**config.mk**
```make
export PLATFORM = sky130hd
export DESIGN_NAME = sram_arbiter
export DESIGN_NICKNAME = d
export VERILOG_FILES = /design/src/rtl/sram_arbiter.sv
export SDC_FILE = /design/constraint.sdc
export NUM_CORES = 1
export LEC_CHECK = 0
export BUFFER_PORTS_ARGS = -buffer_cell sky130_fd_sc_hd__buf_2
export CORE_AREA = 2 2 155 157
export DETAILED_ROUTE_END_ITERATION = 10
export DIE_AREA = 0 0 157 159
export PLACE_DENSITY = 0.6
export SYNTH_ARGS = -nofsm -noshare
export SYNTH_HDL_FRONTEND = slang
export SYNTH_SLANG_ARGS = --single-unit
```
**constraint.sdc**
```tcl
create_clock -name clk -period 1.6 [get_ports clk]
set_input_delay 0 -clock clk [delete_from_list [all_inputs] [get_ports clk]]
set_output_delay 0 -clock clk [all_outputs]
set_load 0.05 [all_outputs]
```
**src/rtl/sram_arbiter.sv**
```systemverilog
// Round-robin arbiter sharing one SRAM controller between two masters.
// One transaction in flight at a time, with a sticky error flag for aborted (timed-out) transfers.
module sram_arbiter #(
    parameter int unsigned TIMEOUT = 255,
    parameter int unsigned CNT_W   = 8
) (
    input  logic        clk,
    input  logic        rst,
    input  logic        m0_read,
    input  logic        m0_write,
    input  logic [31:0] m0_address,
    input  logic [31:0] m0_wdata,
    output logic [63:0] m0_rdata,
    output logic        m0_ready,
    input  logic        m1_read,
    input  logic        m1_write,
    input  logic [31:0] m1_address,
    input  logic [31:0] m1_wdata,
    output logic [63:0] m1_rdata,
    output logic        m1_ready,
    output logic        sram_read,
    output logic        sram_write,
    output logic [31:0] sram_address,
    output logic [31:0] sram_wdata,
    input  logic [63:0] sram_rdata,
    input  logic        sram_ready,
    output logic [1:0]  grant,
    output logic        busy,
    output logic        timeout_err
);

    localparam int unsigned AW = 32;
    localparam int unsigned RW = 64;

    typedef enum logic [1:0] {IDLE, BUSY, DONE} state_t;

    state_t          state_q, state_d;
    logic [1:0]      grant_q, grant_d;
    logic            busy_q, busy_d;
    logic            rd_q, rd_d;
    logic            wr_q, wr_d;
    logic [AW-1:0]   addr_q, addr_d;
    logic [AW-1:0]   wdata_q, wdata_d;
    logic [RW-1:0]   rdata_q, rdata_d;
    logic [CNT_W-1:0] cnt_q, cnt_d;
    logic            last_q, last_d;
    logic            err_q, err_d;
    logic            rdy0_q, rdy0_d;
    logic            rdy1_q, rdy1_d;

    logic req0, req1, pick0, finish;

    // Next-state and registered-output computation.
    always_comb begin
        state_d = state_q;
        grant_d = grant_q;
        busy_d  = busy_q;
        rd_d    = rd_q;
        wr_d    = wr_q;
        addr_d  = addr_q;
        wdata_d = wdata_q;
        rdata_d = rdata_q;
        cnt_d   = cnt_q;
        last_d  = last_q;
        err_d   = err_q;
        rdy0_d  = 1'b0;
        rdy1_d  = 1'b0;
        finish  = 1'b0;
        req0    = m0_read | m0_write;
        req1    = m1_read | m1_write;
        // On a tie, the master not served last wins.
        pick0   = req0 & (~req1 | last_q);

        case (state_q)
            IDLE: begin
                if (req0 | req1) begin
                    grant_d = pick0 ? 2'b01 : 2'b10;
                    wr_d    = pick0 ? m0_write : m1_write;
                    rd_d    = ~(pick0 ? m0_write : m1_write);
                    addr_d  = pick0 ? m0_address : m1_address;
                    wdata_d = pick0 ? m0_wdata : m1_wdata;
                    cnt_d   = '0;
                    busy_d  = 1'b1;
                    state_d = BUSY;
                end
            end
            BUSY: begin
                if (sram_ready) begin
                    rdata_d = sram_rdata;
                    finish  = 1'b1;
                end else if (cnt_q == CNT_W'(TIMEOUT - 1)) begin
                    rdata_d = '0;
                    err_d   = 1'b1;
                    finish  = 1'b1;
                end else begin
                    cnt_d = cnt_q + CNT_W'(1);
                end
                if (finish) begin
                    rd_d    = 1'b0;
                    wr_d    = 1'b0;
                    last_d  = grant_q[1];
                    rdy0_d  = grant_q[0];
                    rdy1_d  = grant_q[1];
                    state_d = DONE;
                end
            end
            DONE: begin
                grant_d = 2'b00;
                busy_d  = 1'b0;
                state_d = IDLE;
            end
            default: begin
                state_d = IDLE;
            end
        endcase
    end

    always_ff @(posedge clk or negedge rst) begin
        if (!rst) begin
            state_q <= IDLE;
            grant_q <= 2'b00;
            busy_q  <= 1'b0;
            rd_q    <= 1'b0;
            wr_q    <= 1'b0;
            addr_q  <= '0;
            wdata_q <= '0;
            rdata_q <= '0;
            cnt_q   <= '0;
            last_q  <= 1'b1;
            err_q   <= 1'b0;
            rdy0_q  <= 1'b0;
            rdy1_q  <= 1'b0;
        end else begin
            state_q <= state_d;
            grant_q <= grant_d;
            busy_q  <= busy_d;
            rd_q    <= rd_d;
            wr_q    <= wr_d;
            addr_q  <= addr_d;
            wdata_q <= wdata_d;
            rdata_q <= rdata_d;
            cnt_q   <= cnt_d;
            last_q  <= last_d;
            err_q   <= err_d;
            rdy0_q  <= rdy0_d;
            rdy1_q  <= rdy1_d;
        end
    end

    assign sram_read    = rd_q;
    assign sram_write   = wr_q;
    assign sram_address = addr_q;
    assign sram_wdata   = wdata_q;
    assign m0_rdata     = rdata_q;
    assign m1_rdata     = rdata_q;
    assign m0_ready     = rdy0_q;
    assign m1_ready     = rdy1_q;
    assign grant        = grant_q;
    assign busy         = busy_q;
    assign timeout_err  = err_q;

endmodule

```
==> results of run 1 <==
[worst reg2reg max path: stages (launching register included)]
cell and delay [ns]:
sky130_fd_sc_hd__dfrtp_1 0.38, sky130_fd_sc_hd__inv_1 0.06, sky130_fd_sc_hd__ha_1 0.16, sky130_fd_sc_hd__nand3_2 0.14, sky130_fd_sc_hd__nor2_4 0.17, sky130_fd_sc_hd__o21ai_4 0.11, sky130_fd_sc_hd__clkbuf_16 0.22, sky130_fd_sc_hd__a22o_1 0.24
[cell usage in the layout, fill, tap and decap left out, drive strengths merged, types with 2 or more instances in the layout]
cell / count
mux2: 2
and2: 2
and3: 2
ha: 2
buf: 430
clkinv: 2
o22a: 2
dlygate4sd3: 187
clkbuf: 20
nand3: 11
clkinvlp: 5
dfrtp: 146
inv: 12
a21oi: 3
or3: 2
o2bb2ai: 2
nand2: 68
a22o: 64
o22ai: 4
mux2i: 65
nor3: 2
o21ai: 69
nor2: 7
[how the worst max path moves through the flow]
stage                               endpoint  slack, ns  cells after the start
floorplan           m0_rdata[25]$_DFFE_PN0P_       0.08                      8
global placement        cnt_q[2]$_DFFE_PN0P_      -0.06                      7
detailed placement      cnt_q[2]$_DFFE_PN0P_      -0.09                      7
CTS                 m0_rdata[18]$_DFFE_PN0P_       0.02                      7
global route        m0_rdata[51]$_DFFE_PN0P_      -0.09                      7
finish              m0_rdata[52]$_DFFE_PN0P_   -0.00007                      7
[metal layers]
layer	part of all wire, %	routed length [µm]	global-route usage [%]	vias up
li1	-	-	-	3052
met1	40	9479	22.29	3054
met2	50	11810	32.04	306
met3	7.0	1635	4.899	41
met4	2.2	512	6.255	2
met5	0.055	13	0	-
[sequential cells by signal, summed over array words and instances (netlist names)]
register,count
sram_write,1
cnt_q,8
m0_rdata,64
grant,2
busy,1
sram_read,1
timeout_err,1
last_q,1
sram_wdata,32
m1_ready,1
state_q,2
sram_address,32
m0_ready,1
[cells by family after synthesis]
group | Yosys count | share of synthesized area [%]
adder cells (fa/ha/maj) | 2 | 0.3763
multiplexers | 67 | 10.12
buffers and inverters | 108 | 11.70
flip-flops | 147 | 55.34
XOR/XNOR | 1 | 0.1318
AO/OA/AOI/OAI | 150 | 15.62
AND/OR/NAND/NOR | 100 | 6.699
[repair_timing]
item | CTS | global route
gates resized for setup | 2 | 3
hold endpoints to repair | 271 | 0
setup buffers | 1 | 0
pin swaps | 1 | 7
endpoints found under the setup margin | 14 | 56
gates cloned | 0 | 1
hold buffers | 187 | 0
[through the flow]
step	setup TNS, ns	power, mW
finish	-0.00006928	26.83
global route	-3.967	28.21
CTS	0	26.92
detailed placement	-0.3370	22.58
global placement	-0.1284	22.40
floorplan	0	19.67
[final cells by class]
| class | count | area share [%] |
|---|---|---|
| clock buffer | 19 | 3.883 |
| antenna | 1 | 0.02244 |
| inverter | 7 | 0.2357 |
| timing repair buffer | 618 | 38.10 |
| clock inverter | 13 | 1.122 |
| tap | 319 | 3.580 |
| sequential | 147 | 33.00 |
| multi-input combinational | 320 | 20.05 |
[power by group]
part	internal (mW)	switching, mW
sequential	5.47	1.18
combinational	4.22	12.1
clock	2.17	1.69
total	11.9	15.0
==> impl_metrics.json, run 1 <==
{
  "result_of_the_run": "finished, violations left",
  "failed_checks": "negative setup slack",
  "fin_hold_ws_ns": 0.01998,
  "holdCritPathClass": "in -> reg",
  "fp.dieArea_um2": 24960,
  "endpoint_kind_of_the_worst_setup_timing_path": "flip-flop",
  "fill_cells": 2094,
  "via_count": 6455,
  "synthDistinctLibCells": 41,
  "nets": 1312,
  "grt_max_degree": 65,
  "timing.critical_path.cells": "inv_1, ha_1, nand3_2, nor2_4, o21ai_4, clkbuf_16, a22o_1",
  "drt.antenna.violating_nets": 0,
  "detailed_place_hpwl_mm": 14.91,
  "routabilityCongestion": 0.7618,
  "netlist_area_um2": 6649,
  "vias_per_cell": 4.470,
  "critical_path.n_buffers_inverters": 2,
  "async_reset_ff_share_pct": 100.0,
  "hold_path_depth": 4,
  "cts_made_buffers": 17,
  "critical_path.max_stage_delay_ns": 0.38,
  "ff2ff_path_depth": 7,
  "cts_htree_levels": 4,
  "drtPass1Iterations": 4,
  "cp_data_arrival_time_ns": 1.90,
  "first_global_vias": 6670,
  "timing.critical_path.max_delay_family": "flip-flops",
  "placeableCoreArea_um2": 23190,
  "worst_slew_margin_rel_pct": 69.41,
  "path_class": "reg -> reg",
  "worstPathMaxFanout": 27,
  "grtUsageTotal_pct": 18.56,
  "synth.cells.most_frequent": "146 x sky130_fd_sc_hd__dfrtp_1, 68 x sky130_fd_sc_hd__nand2_1, 67 x sky130_fd_sc_hd__buf_4, 65 x sky130_fd_sc_hd__mux2i_1, 64 x sky130_fd_sc_hd__a22o_1",
  "rows": 56,
  "post-synth-top-count-cell": "sky130_fd_sc_hd__dfrtp_1",
  "cell_taking_the_most_area_after_synthesis": "sky130_fd_sc_hd__dfrtp_1",
  "endpoint_of_the_worst_slack_reg_to_reg_timing_path": "m0_rdata[52]$_DFFE_PN0P_",
  "sequential_cell_area_um2": 3680,
  "final_util_pct": 48.07,
  "min-delay-start": "m0_address[29]",
  "area.growth.synth_to_final_pct": 67.69,
  "hold_viol": 0,
  "placement.setup.worst_slack_ns": -0.09344,
  "synth_register_bits": 147,
  "ctsLongestPathBuffers": 2,
  "die_y_um": 159,
  "mappedNetlistNets": 776,
  "route.detailed.drc": 0,
  "post_synth_main_area_contributors": "sky130_fd_sc_hd__dfrtp_1 55%, sky130_fd_sc_hd__mux2i_1 9.8%, sky130_fd_sc_hd__a22o_1 8.4%",
  "die_w_um": 157,
  "synth_flop_type": "sky130_fd_sc_hd__dfrtp_1",
  "ys_seq_area_share_pct": 55.34,
  "slew_viol_final": 0,
  "layout.cell_area.non_filler_um2": 11150,
  "first_pass_grt_wire_length_mm": 36.36,
  "route.final.wire_length_mm": 23.45,
  "grt_antenna_before_repair": 2,
  "multi_input_area_um2": 2236,
  "fin_ws_ns": -0.00006928,
  "tritoncts": "built",
  "cts-root-buf": "sky130_fd_sc_hd__clkbuf_16",
  "ioPinCount": 399,
  "flop_to_flop_setup_slack_ns": -0.00007,
  "report.final.setup_viol": 1,
  "placedCellCount": 1222,
  "hold_end": "sram_address[29]$_DFFE_PN0P_",
  "post-synth-top-area-fraction_pct": 54.95,
  "fin_worst_skew_ns": 0.007942,
  "yosys_warnings": 0,
  "setup.worst_path.start": "cnt_q[0]$_DFFE_PN0P_",
  "crit_required_ns": 1.90,
  "unrepaired_setup_endpoints_after_global_routing": "true",
  "timing.rr.start": "cnt_q[0]$_DFFE_PN0P_",
  "synth_enable_flop_cells": 0,
  "worst_ir_drop_vdd_mv": 1.200,
  "worstSkewPairLatency_ns": 0.42,
  "drt-wirelength-per-cell_um": 16.24,
  "start_util_pct": 28.67,
  "max-cap-violations": 0,
  "critical-path-slowest-cell": "sky130_fd_sc_hd__dfrtp_1",
  "post-route-min-period_ns": 1.600,
  "postSynthCellCount": 575,
  "path_clk_slew_ns": 0.07,
  "max_clock_freq_mhz": 625.0,
  "post_dp_cell_area_um2": 8648,
  "port-buffer-count": 398,
  "first_iter_violations": 296,
  "synth_area_per_cell_um2": 11.56,
  "grt-ovfl-total": 0,
  "p_per_area_nw_per_um2": 2406,
  "tightestPinTransition_ns": 0.4588,
  "post_route_cells_drive_above_1_share_pct": 42.26,
  "final_min_period_over_clock_period_pct": 100.0,
  "clkSinkCount": 147,
  "layoutNonFillerInstCount": 1444,
  "cellLeakagePower_nw": 5.745,
  "startpoint_type": "flip-flop"
}
No activity file was read; power rests on OpenSTA's default activity.
==> inputs of run 2 (changes only) <==
--- a/config.mk
+++ b/config.mk
@@ -6,10 +6,10 @@
 export NUM_CORES = 1
 export LEC_CHECK = 0
 export BUFFER_PORTS_ARGS = -buffer_cell sky130_fd_sc_hd__buf_2
-export CORE_AREA = 2 2 155 157
+export CORE_AREA = 2 2 154 156
 export DETAILED_ROUTE_END_ITERATION = 10
-export DIE_AREA = 0 0 157 159
-export PLACE_DENSITY = 0.6
+export DIE_AREA = 0 0 156 158
+export PLACE_DENSITY = 0.61
 export SYNTH_ARGS = -nofsm -noshare
 export SYNTH_HDL_FRONTEND = slang
 export SYNTH_SLANG_ARGS = --single-unit
==> run 2 against run 1 <==
Against the previous run: the run now ends clean; wire length about the same; combinational power is essentially flat; clock-buffer cell count up 1; utilization is 0.72 points higher; setup slack better by 0.074 ns; cell area grew 0.89%; critical path type unchanged.
==> impl_metrics.json, run 2 (synthesis results as in run 1) <==
{
  "result_of_the_run": "complete, no violations",
  "grt_antenna_before_repair": 0,
  "grtUsageTotal_pct": 18.30,
  "global_route.usage.met3_pct": 4.380,
  "worst_ir_drop_vdd_mv": 1.177,
  "cp_data_arrival_time_ns": 1.85,
  "unrepaired_setup_endpoints_after_global_routing": "true",
  "route.final.wire_length_mm": 23.48,
  "worstSkewPairLatency_ns": 0.41,
  "max_clock_freq_mhz": 655.1,
  "placeableCoreArea_um2": 23050,
  "slew_viol_final": 0,
  "die_w_um": 156,
  "path_class": "reg -> reg",
  "nets": 1329,
  "timing.critical_path.cells": "nor3b_4, o21ai_2, buf_4, or3_1, o211ai_1",
  "hold_viol": 0,
  "worstPathMaxFanout": 6,
  "die_y_um": 158,
  "cellLeakagePower_nw": 5.825,
  "n_antenna_cell": 0,
  "routabilityCongestion": 0.7707,
  "cts_made_buffers": 17,
  "fp.dieArea_um2": 24650,
  "drtPass1Iterations": 5,
  "flop_to_flop_setup_slack_ns": 0.07,
  "area.growth.synth_to_final_pct": 69.18,
  "crit_required_ns": 1.92,
  "gr-usage-met1_pct": 21.40,
  "clkSinkCount": 147,
  "path_clk_slew_ns": 0.06,
  "rows": 56,
  "tritoncts": "built",
  "critical-path-slowest-cell": "sky130_fd_sc_hd__dfrtp_1",
  "grt_most_used_layer": "met2",
  "first_iter_violations": 305,
  "critical_path.max_stage_delay_ns": 0.44,
  "tightestPinTransition_ns": 0.5512,
  "start_util_pct": 28.84,
  "endpoint_kind_of_the_worst_setup_timing_path": "flip-flop",
  "vias_per_cell": 4.532,
  "grt-ovfl-total": 0,
  "min-delay-start": "m0_write",
  "ioPinCount": 399,
  "post_route_cells_drive_above_1_share_pct": 42.77,
  "max-cap-violations": 0,
  "first_global_vias": 6678,
  "route.detailed.drc": 0,
  "layoutNonFillerInstCount": 1431,
  "placedCellCount": 1205,
  "met2_layer_usage_reported_by_global_route_pct": 32.53,
  "final_min_period_over_clock_period_pct": 95.41,
  "fin_worst_skew_ns": 0.009407,
  "p_per_area_nw_per_um2": 2403,
  "post-route-min-period_ns": 1.527,
  "largest_register_ff_count": 64,
  "critical_path.n_buffers_inverters": 1,
  "port-buffer-count": 398,
  "drt.antenna.violating_nets": 0,
  "fill_cells": 2034,
  "cts-root-buf": "sky130_fd_sc_hd__clkbuf_16",
  "via_count": 6486,
  "timing.rr.start": "state_q[1]$_DFFE_PN0P_",
  "holdCritPathClass": "in -> reg",
  "grt_max_degree": 56,
  "final_util_pct": 48.80,
  "startpoint_type": "flip-flop",
  "layout.cells.most_common": "sky130_fd_sc_hd__buf_2",
  "detailed_place_hpwl_mm": 15.20,
  "mostFrequentLayoutCells": "397 x sky130_fd_sc_hd__buf_2, 193 x sky130_fd_sc_hd__dlygate4sd3_1, 146 x sky130_fd_sc_hd__dfrtp_1, 68 x sky130_fd_sc_hd__nand2_1, 65 x sky130_fd_sc_hd__mux2i_1",
  "timing.critical_path.max_delay_family": "simple AND/OR/NAND/NOR gates",
  "drt-wirelength-per-cell_um": 16.41,
  "setup.worst_path.start": "state_q[1]$_DFFE_PN0P_",
  "report.final.setup_viol": 0,
  "cts_htree_levels": 4,
  "worst_slew_margin_rel_pct": 63.26,
  "first_pass_grt_wire_length_mm": 35.01,
  "ctsLongestPathBuffers": 2
}
-- run 2: cell types whose count changed in the layout (fill, tap and decap cells not counted), moves of 2 or more --
cell	delta
sky130_fd_sc_hd__clkbuf_8	+2
sky130_fd_sc_hd__clkinv_4	+2
sky130_fd_sc_hd__dlygate4sd3_1	+6
sky130_fd_sc_hd__buf_4	+13
-- run 2: metrics by stage --
stage	hold WS (ns)	total power, mW	setup WS, ns	cell area, µm²	TNS (ns)
2_1_floorplan	-0.2956	19.67	0.08472	6649	0
3_3_place_gp	0.01034	22.56	0.05022	8702	0
3_5_place_dp	0.01648	22.76	0.01480	8702	0
4_1_cts	0.006909	27.15	0.003163	11210	0
5_1_grt	0.06318	28.42	-0.01103	11250	-0.04405
6_report	0.04614	27.03	0.07348	11250	0
-- run 2: repair_timing --
action                     CTS  global route
buffers inserted             0             1
hold endpoints to repair   193             0
setup endpoints to repair    0            60
resized for setup            0             6
hold buffers               193             0
-- run 2: path summary, 6_finish.rpt --
path / endpoint / cells past startpoint
max: cnt_q[6]$_DFFE_PN0P_ / 5
min: sram_read$_DFFE_PN0P_ / 3
max reg2reg: cnt_q[6]$_DFFE_PN0P_ / 5
min reg2reg: sram_wdata[15]$_DFFE_PN0P_ / 2
max in group asynchronous: sram_wdata[7]$_DFFE_PN0P_ / 3
min in group asynchronous: m0_rdata[39]$_DFFE_PN0P_ / 2
-- run 2: power by group --
part | total (mW) | switching [mW] | internal, mW | leakage (nW)
registers | 6.73 | 1.26 | 5.47 | 1.82
logic | 16.4 | 12.1 | 4.28 | 3.73
clock network | 3.90 | 1.65 | 2.25 | 0.270
-- run 2: routing by layer --
layer  share of wire [%]  routed length (µm)
met5                   0                   0
met4                 2.5                 577
met3                 6.6                1558
met2                  51               11920
met1                  40                9421
-- run 2: cell type report --
class	instances	area (µm²)	share of cell area, %
repair buffers	635	4360	38.77
flip-flops and latches	147	3680	32.71
multi-input cells	320	2241	19.92
clock buffers	20	456.7	4.060
well taps	290	362.8	3.226
clock inverters	12	121.4	1.079
inverters	7	26.28	0.2336
-- run 2: worst min-delay path, stage by stage --
cell	delay (ns)
sky130_fd_sc_hd__buf_2	0.13
sky130_fd_sc_hd__o32a_1	0.19
sky130_fd_sc_hd__o22ai_2	0.09
